===== src/rtl/sync_fifo_flags.sv =====
// Single-clock FIFO with occupancy count, almost-full/almost-empty thresholds,
// sticky overflow/underflow flags and a selectable registered or fall-through read port.
module sync_fifo_flags #(
    parameter int DATA_WIDTH = 8,
    parameter int ADDR_WIDTH = 4,
    parameter int AF_LEVEL   = (2 ** ADDR_WIDTH) - 2,
    parameter int AE_LEVEL   = 2,
    parameter int FWFT       = 0
) (
    input  logic                  clk,
    input  logic                  rst,
    input  logic                  wr,
    input  logic [DATA_WIDTH-1:0] data_in,
    input  logic                  rd,
    output logic [DATA_WIDTH-1:0] data_out,
    output logic                  full,
    output logic                  empty,
    output logic                  almost_full,
    output logic                  almost_empty,
    output logic [ADDR_WIDTH:0]   count,
    output logic                  overflow,
    output logic                  underflow,
    input  logic                  clr_err
);

    localparam int DEPTH = 2 ** ADDR_WIDTH;

    generate
        if (ADDR_WIDTH < 1 || AE_LEVEL < 0 || AE_LEVEL >= AF_LEVEL || AF_LEVEL > DEPTH) begin : g_bad_params
            $error("sync_fifo_flags: illegal ADDR_WIDTH/AE_LEVEL/AF_LEVEL combination");
        end
    endgenerate

    logic [DATA_WIDTH-1:0] mem [DEPTH];

    logic [ADDR_WIDTH:0] wr_ptr_q, wr_ptr_d;
    logic [ADDR_WIDTH:0] rd_ptr_q, rd_ptr_d;
    logic [ADDR_WIDTH:0] count_q, count_d;
    logic                overflow_q, overflow_d;
    logic                underflow_q, underflow_d;
    logic                wr_en, rd_en;

    // Extra MSB on each pointer distinguishes a full FIFO from an empty one.
    assign full  = (wr_ptr_q[ADDR_WIDTH] != rd_ptr_q[ADDR_WIDTH]) &&
                   (wr_ptr_q[ADDR_WIDTH-1:0] == rd_ptr_q[ADDR_WIDTH-1:0]);
    assign empty = (wr_ptr_q == rd_ptr_q);

    assign wr_en = wr & ~full;
    assign rd_en = rd & ~empty;

    assign count        = count_q;
    assign almost_full  = (int'(count_q) >= AF_LEVEL);
    assign almost_empty = (int'(count_q) <= AE_LEVEL);
    assign overflow     = overflow_q;
    assign underflow    = underflow_q;

    always_comb begin
        wr_ptr_d    = wr_ptr_q;
        rd_ptr_d    = rd_ptr_q;
        count_d     = count_q;
        if (wr_en) begin
            wr_ptr_d = wr_ptr_q + (ADDR_WIDTH+1)'(1);
        end
        if (rd_en) begin
            rd_ptr_d = rd_ptr_q + (ADDR_WIDTH+1)'(1);
        end
        case ({wr_en, rd_en})
            2'b10:   count_d = count_q + (ADDR_WIDTH+1)'(1);
            2'b01:   count_d = count_q - (ADDR_WIDTH+1)'(1);
            default: count_d = count_q;
        endcase
        // A fresh error at the same edge as clr_err keeps the flag set.
        overflow_d  = (wr & full)  | (overflow_q  & ~clr_err);
        underflow_d = (rd & empty) | (underflow_q & ~clr_err);
    end

    always_ff @(posedge clk or posedge rst) begin
        if (rst) begin
            wr_ptr_q    <= '0;
            rd_ptr_q    <= '0;
            count_q     <= '0;
            overflow_q  <= 1'b0;
            underflow_q <= 1'b0;
        end else begin
            wr_ptr_q    <= wr_ptr_d;
            rd_ptr_q    <= rd_ptr_d;
            count_q     <= count_d;
            overflow_q  <= overflow_d;
            underflow_q <= underflow_d;
        end
    end

    // Storage is never reset; writes are simply blocked while rst is held.
    always_ff @(posedge clk) begin
        if (wr_en && !rst) begin
            mem[wr_ptr_q[ADDR_WIDTH-1:0]] <= data_in;
        end
    end

    generate
        if (FWFT != 0) begin : g_fwft
            assign data_out = mem[rd_ptr_q[ADDR_WIDTH-1:0]];
        end else begin : g_reg_read
            logic [DATA_WIDTH-1:0] dout_q, dout_d;

            always_comb begin
                dout_d = dout_q;
                if (rd_en) begin
                    dout_d = mem[rd_ptr_q[ADDR_WIDTH-1:0]];
                end
            end

            always_ff @(posedge clk or posedge rst) begin
                if (rst) begin
                    dout_q <= '0;
                end else begin
                    dout_q <= dout_d;
                end
            end

            assign data_out = dout_q;
        end
    endgenerate

endmodule

===== config.mk =====
export PLATFORM = sky130hd
export DESIGN_NAME = sync_fifo_flags
export DESIGN_NICKNAME = d
export VERILOG_FILES = /design/src/rtl/sync_fifo_flags.sv
export SDC_FILE = /design/constraint.sdc
export NUM_CORES = 1
export LEC_CHECK = 0
export ABC_CLOCK_PERIOD_IN_PS = 3390
export CAP_MARGIN = 5
export CORE_UTILIZATION = 62
export CTS_BUF_LIST = sky130_fd_sc_hd__clkbuf_4 sky130_fd_sc_hd__clkbuf_8
export CTS_CLUSTER_SIZE = 28
export DETAILED_ROUTE_END_ITERATION = 8
export PLACE_DENSITY = 0.93
export SYNTH_ARGS = -nofsm -noshare
export SYNTH_HDL_FRONTEND = slang
export SYNTH_SLANG_ARGS = --single-unit
export TNS_END_PERCENT = 50

===== constraint.sdc =====
create_clock -name clk -period 3.39 [get_ports clk]
set_clock_uncertainty 0.05 [all_clocks]
set_input_delay 1.017 -clock clk [delete_from_list [all_inputs] [get_ports clk]]
set_output_delay 1.017 -clock clk [all_outputs]
set_load 0.02 [all_outputs]

# Word level (Yosys, flattened, before mapping)
# Memories as Yosys holds them, arrays and structs flattened. A register that Yosys moved wholly into a read port is not among the register bits.
# Index checks and enable logic that the tools add are counted.
# classes
reduce_logical,4
n_eq_ne,5
bitwise,11
addsub,4
mux,3
order_cmp,2
# ops
op,count
$add 5x1->5 const B,3
$pmux 5 s2,1
$and 1x1->1,6
$eq 5x5->1,1
$ge 5x4->1 const B,1
$le 5x2->1 const B,1
$sub 5x1->5 const B,1
$eq 4x4->1,1
$not 1->1,3
$eq 2x1->1 const B,1
$eq 2x2->1 const B,1
$logic_and 1x1->1,2
$mux 1,2
$or 1x1->1,2
$reduce_bool 2->1,1
$logic_not 1->1,1
$ne 1x1->1,1
# totals
n_memories,1
in_bits,13
ram_bits,128
register_bits,17
# memory_table
memory,words,word_bits,read_ports,rd_clocked_by_memory_dff,wr,line_no,rtl
mem,16,8,1,1,1,34,logic [DATA_WIDTH-1:0] mem [DEPTH];

# Longest topological paths before layout
# logic_depth
depth_word,7
mapped_depth,13
depth_no_buf,11

# Least setup slack after synthesis
# OpenSTA, ideal clock, no wires.
# synth_path
path_kind,in2reg
from,in wr
to,"reg count_q[4], in the netlist count[4]"
path_buffers,1
t_required_ps,3208
path_slack_ps,449
cell_stages,10
arrival_time_ps,2759
setup_time_ps,132
cell_sequence,a21boi_1 -> buf_2 -> inv_2 -> ha_1 -> fa_1 -> a21o_1 -> a21oi_1 -> xor2_1 -> nor2_1 -> xor2_1
# synth_via
elab_chain_cells,3
# synth_rtl
element,line_no,rtl
from (decl),12,"input logic wr,"
$and 1x1->1 *,48,assign wr_en = wr & ~full;
$eq 2x1->1 or $eq 2x2->1 (tied branches),67,"case ({wr_en, rd_en})"
$pmux 5 s2 or $reduce_bool 2->1 (tied branches),n/a,
to (signal assigned),87,count_q <= count_d;
to (decl),38,"logic [ADDR_WIDTH:0] count_q, count_d;"
# Every way passes the cells marked *; elsewhere a longest branch is shown, timed or not.
# A chain may end at the register's enable or synchronous reset.

# Worst setup path in the final report
# layout_path
from,reg wr_ptr_q[3]
to,out full
# layout_via
elab_chain_cells,2
# layout_rtl
element,line_no,rtl
from (decl),36,"logic [ADDR_WIDTH:0] wr_ptr_q, wr_ptr_d;"
from (signal assigned),85,wr_ptr_q <= wr_ptr_d;
$eq 4x4->1,45,(wr_ptr_q[ADDR_WIDTH-1:0] == rd_ptr_q[ADDR_WIDTH-1:0]);
$logic_and 1x1->1,44,assign full = (wr_ptr_q[ADDR_WIDTH] != rd_ptr_q[ADDR_WIDTH]) &&
to (decl),16,"output logic full,"
# Every way passes these cells.

==> impl_metrics.yaml <==
run_status:
  outcome: "finished clean"
power:
  vdd_drop_max_uv: 474.8
  power-per-cell-area_mw_per_mm2: 830.5
  total_power_mw: 6.044
  p_leak_nw: 2.529
floorplanning:
  die_w_um: 103.1
  dieArea_sq_mm: 0.01064
  io_pins: 32
  core-area_sq_mm: 0.009864
  rows: 36
  die_h_um: 103.1
  initial_utilization_pct: 64.29
global_route:
  met3_usage_pct: 6.983
  grt_max_degree: 52
  antenna_found_initial: 0
  grt.overflow.total: 0
  use_met1_pct: 34.92
  grt_pass1_wl_um: 19200
  track_usage_pct: 26.77
  first_global_vias: 3449
  grt_use_met2_pct: 42.41
  busiest_layer: "met2"
place:
  gp_congestion: 0.8208
  dp.cells: 528
  place_area_sq_mm: 0.006848
  hpwl_um: 7998
  io_buffers: 31
finish:
  final_util_pct: 73.78
  syn2layout_area_growth_pct: 14.76
  final_common_cell: "edfxtp_1"
  final_cell_mix: "edfxtp_1 (128), clkdlybuf4s50_1 (29), nor2_1 (27), dfrtp_1 (24), buf_4 (23)"
  stdcell_area_sq_mm: 0.007278
  drive_gt1_share_pct: 19.91
  antenna_cells: 0
  fin_nets: 437
  fin_cells: 560
critical_path:
  critPathBufInv: 1
  r2r_end: "count[4]"
  critical_path_required_ps: 2320
  cp-endpoint: "full"
  crit_type: "reg -> out"
  cpPeakStageDelay_ps: 500
  path_cells: "xor2_1, nor4_4, and2_1, dlygate4sd2_1"
  r2r_slack_ps: 600
  cp_max_fo: 7
  reg2reg_depth: 11
  startpoint_type: "register"
  end_kind: "primary output"
  crit_cells: 4
  critical_path.top_delay_family: "simple AND/OR/NAND/NOR gates"
  cp-startpoint: "wr_ptr_q[3]"
  cp_slowest_cell: "dfrtp_1"
  cp_data_arrival_time_ps: 2070
  r2r-start: "wr_ptr_q[3]"
synthesis:
  yosysSeqAreaShare_pct: 70.47
  synthCells: 361
  syn_nets: 384
  synth_flop_cell: "edfxtp_1"
  synth_edf_count: 128
  yosysWarnings: 0
  synth_area_sq_mm: 0.006342
  ys_ff_latch: 153
  async_reset_ff_share_pct: 16.34
  ys_types: 39
  syn_avg_cell_area_sq_um: 17.57
timing:
  drv_slew: 0
  rsz0062_at_grt: "false"
  setup_viol: 0
  fin_setup_tns_ps: 0
  timing.slew.headroom_pct: 50.22
  tightestPinTransition_ps: 744.4
  period_share_pct: 92.63
  hold_violations: 0
  period_needed_ps: 3140
  fmax_mhz: 318.5
detailed_routing:
  drc: 0
  antenna_left: 0
  routed_wl_um: 12730
  via_per_inst: 6.196
  dr.pass1.iters: 5
  drtIter0Drc: 412
  avgRoutedWirePerCell_um: 22.73
  via_count: 3470
clock_network:
  clk-insertion-delay-late_ps: 440
  clkTransAtPathRegs_ps: 80
  cts_setup_buffers: 0
  cts_root_buf: "clkbuf_8"
  cts.htree.levels: 4
  numCtsBuffers: 17
  cts_tree: "yes"
  cts_buffer_depth: 2
  clkSinkCount: 153
job:
  drv_cap: 0
min_path:
  hp-class: "reg -> reg"
[sequential cells by signal, summed over array words and instances (netlist names)]
signal	cells
count	5
data_out	8
mem	128
overflow	1
rd_ptr_q	5
underflow	1
wr_ptr_q	5
[report_power, final]
part / internal (mW) / switching, mW
sequential: 2.27 / 0.184
combinational: 0.954 / 1.16
clock: 0.769 / 0.700
total: 4.00 / 2.05
[worst reg2reg max path: cells and delay by family (launching register included)]
kind	cells	cell delay [ps]
xor gates and xnor gates	3	610
and+or+nand+nor	2	160
DFF	1	540
adders and majority gates	2	700
buffers and inverters	1	50
AOI/OAI and AO/OA	3	580
[cells by family after synthesis]
kind of cell,count (synthesis),share of synthesized area [%]
flops,153,70.47
compound gates,45,4.814
buf+inv,27,2.702
xor+xnor,18,2.604
simple gates,66,5.228
fa+ha+maj,10,2.091
mux,42,12.09
[through the flow]
| step | worst slack [ps] | hold slack, ps |
|---|---|---|
| floorplan | 448.5 | 414.2 |
| global placement | 74.46 | 432.2 |
| detailed placement | 39.08 | 431.4 |
| CTS | 234.9 | 452.0 |
| global route | 161.2 | 466.4 |
| finish | 249.9 | 449.8 |
[synth_stat cells (2+ instances only)]
cell type / number / area share, %
nor2b_1: 16 / 1.6
o21ai_0: 2 / 0.16
nand2_1: 12 / 0.71
mux4_2: 15 / 5.3
nor2_1: 27 / 1.6
o21ai_1: 3 / 0.24
xnor2_1: 9 / 1.2
buf_4: 4 / 0.47
inv_1: 6 / 0.36
edfxtp_1: 128 / 61
clkbuf_1: 3 / 0.18
buf_2: 7 / 0.55
a21oi_1: 18 / 1.4
a21o_1: 2 / 0.24
buf_6: 4 / 0.71
mux4_1: 9 / 3.7
a2111oi_0: 2 / 0.28
mux2i_1: 8 / 1.3
a211oi_1: 8 / 0.95
dfrtp_1: 25 / 9.9
nand4_1: 4 / 0.39
and2_1: 2 / 0.20
xor2_1: 8 / 1.1
mux2_2: 9 / 1.6
ha_1: 9 / 1.8
a2111oi_1: 7 / 1.1
nand3b_1: 2 / 0.24
[worst min path at each step]
stage | startpoint | endpoint | slack (ps) | cells past startpoint
finish | rd_ptr_q[4] | rd_ptr_q[4] | 450 | 1
global placement | wr_ptr_q[4] | wr_ptr_q[4] | 430 | 1
floorplan | wr_ptr_q[4] | wr_ptr_q[4] | 410 | 1
detailed placement | wr_ptr_q[4] | wr_ptr_q[4] | 430 | 1
global route | wr_ptr_q[4] | wr_ptr_q[4] | 470 | 1
CTS | rd_ptr_q[4] | rd_ptr_q[4] | 450 | 1
[final cells by class]
type                    instances  area [sq um]
inverters                       7         26.28
flip-flops and latches        153          4471
fillers                       551          2586
repair buffers                 54         480.5
clock buffers                  18         247.7
clock inverters                14         185.2
multi-input cells             181          1702
well taps                     133         166.4
[per-layer routing]
layer / share of wire [%] / routed length (um)
met4: 3.0 / 381
met3: 8.5 / 1078
met5: 0 / 0
met1: 38 / 4815
met2: 51 / 6452
[timing repair]
| item | in CTS | in global routing |
|---|---|---|
| hold buffers | 0 | 0 |
| setup endpoints to repair | 2 | 0 |
| resized for setup | 2 | 0 |
(Power assumes the default switching activity.)
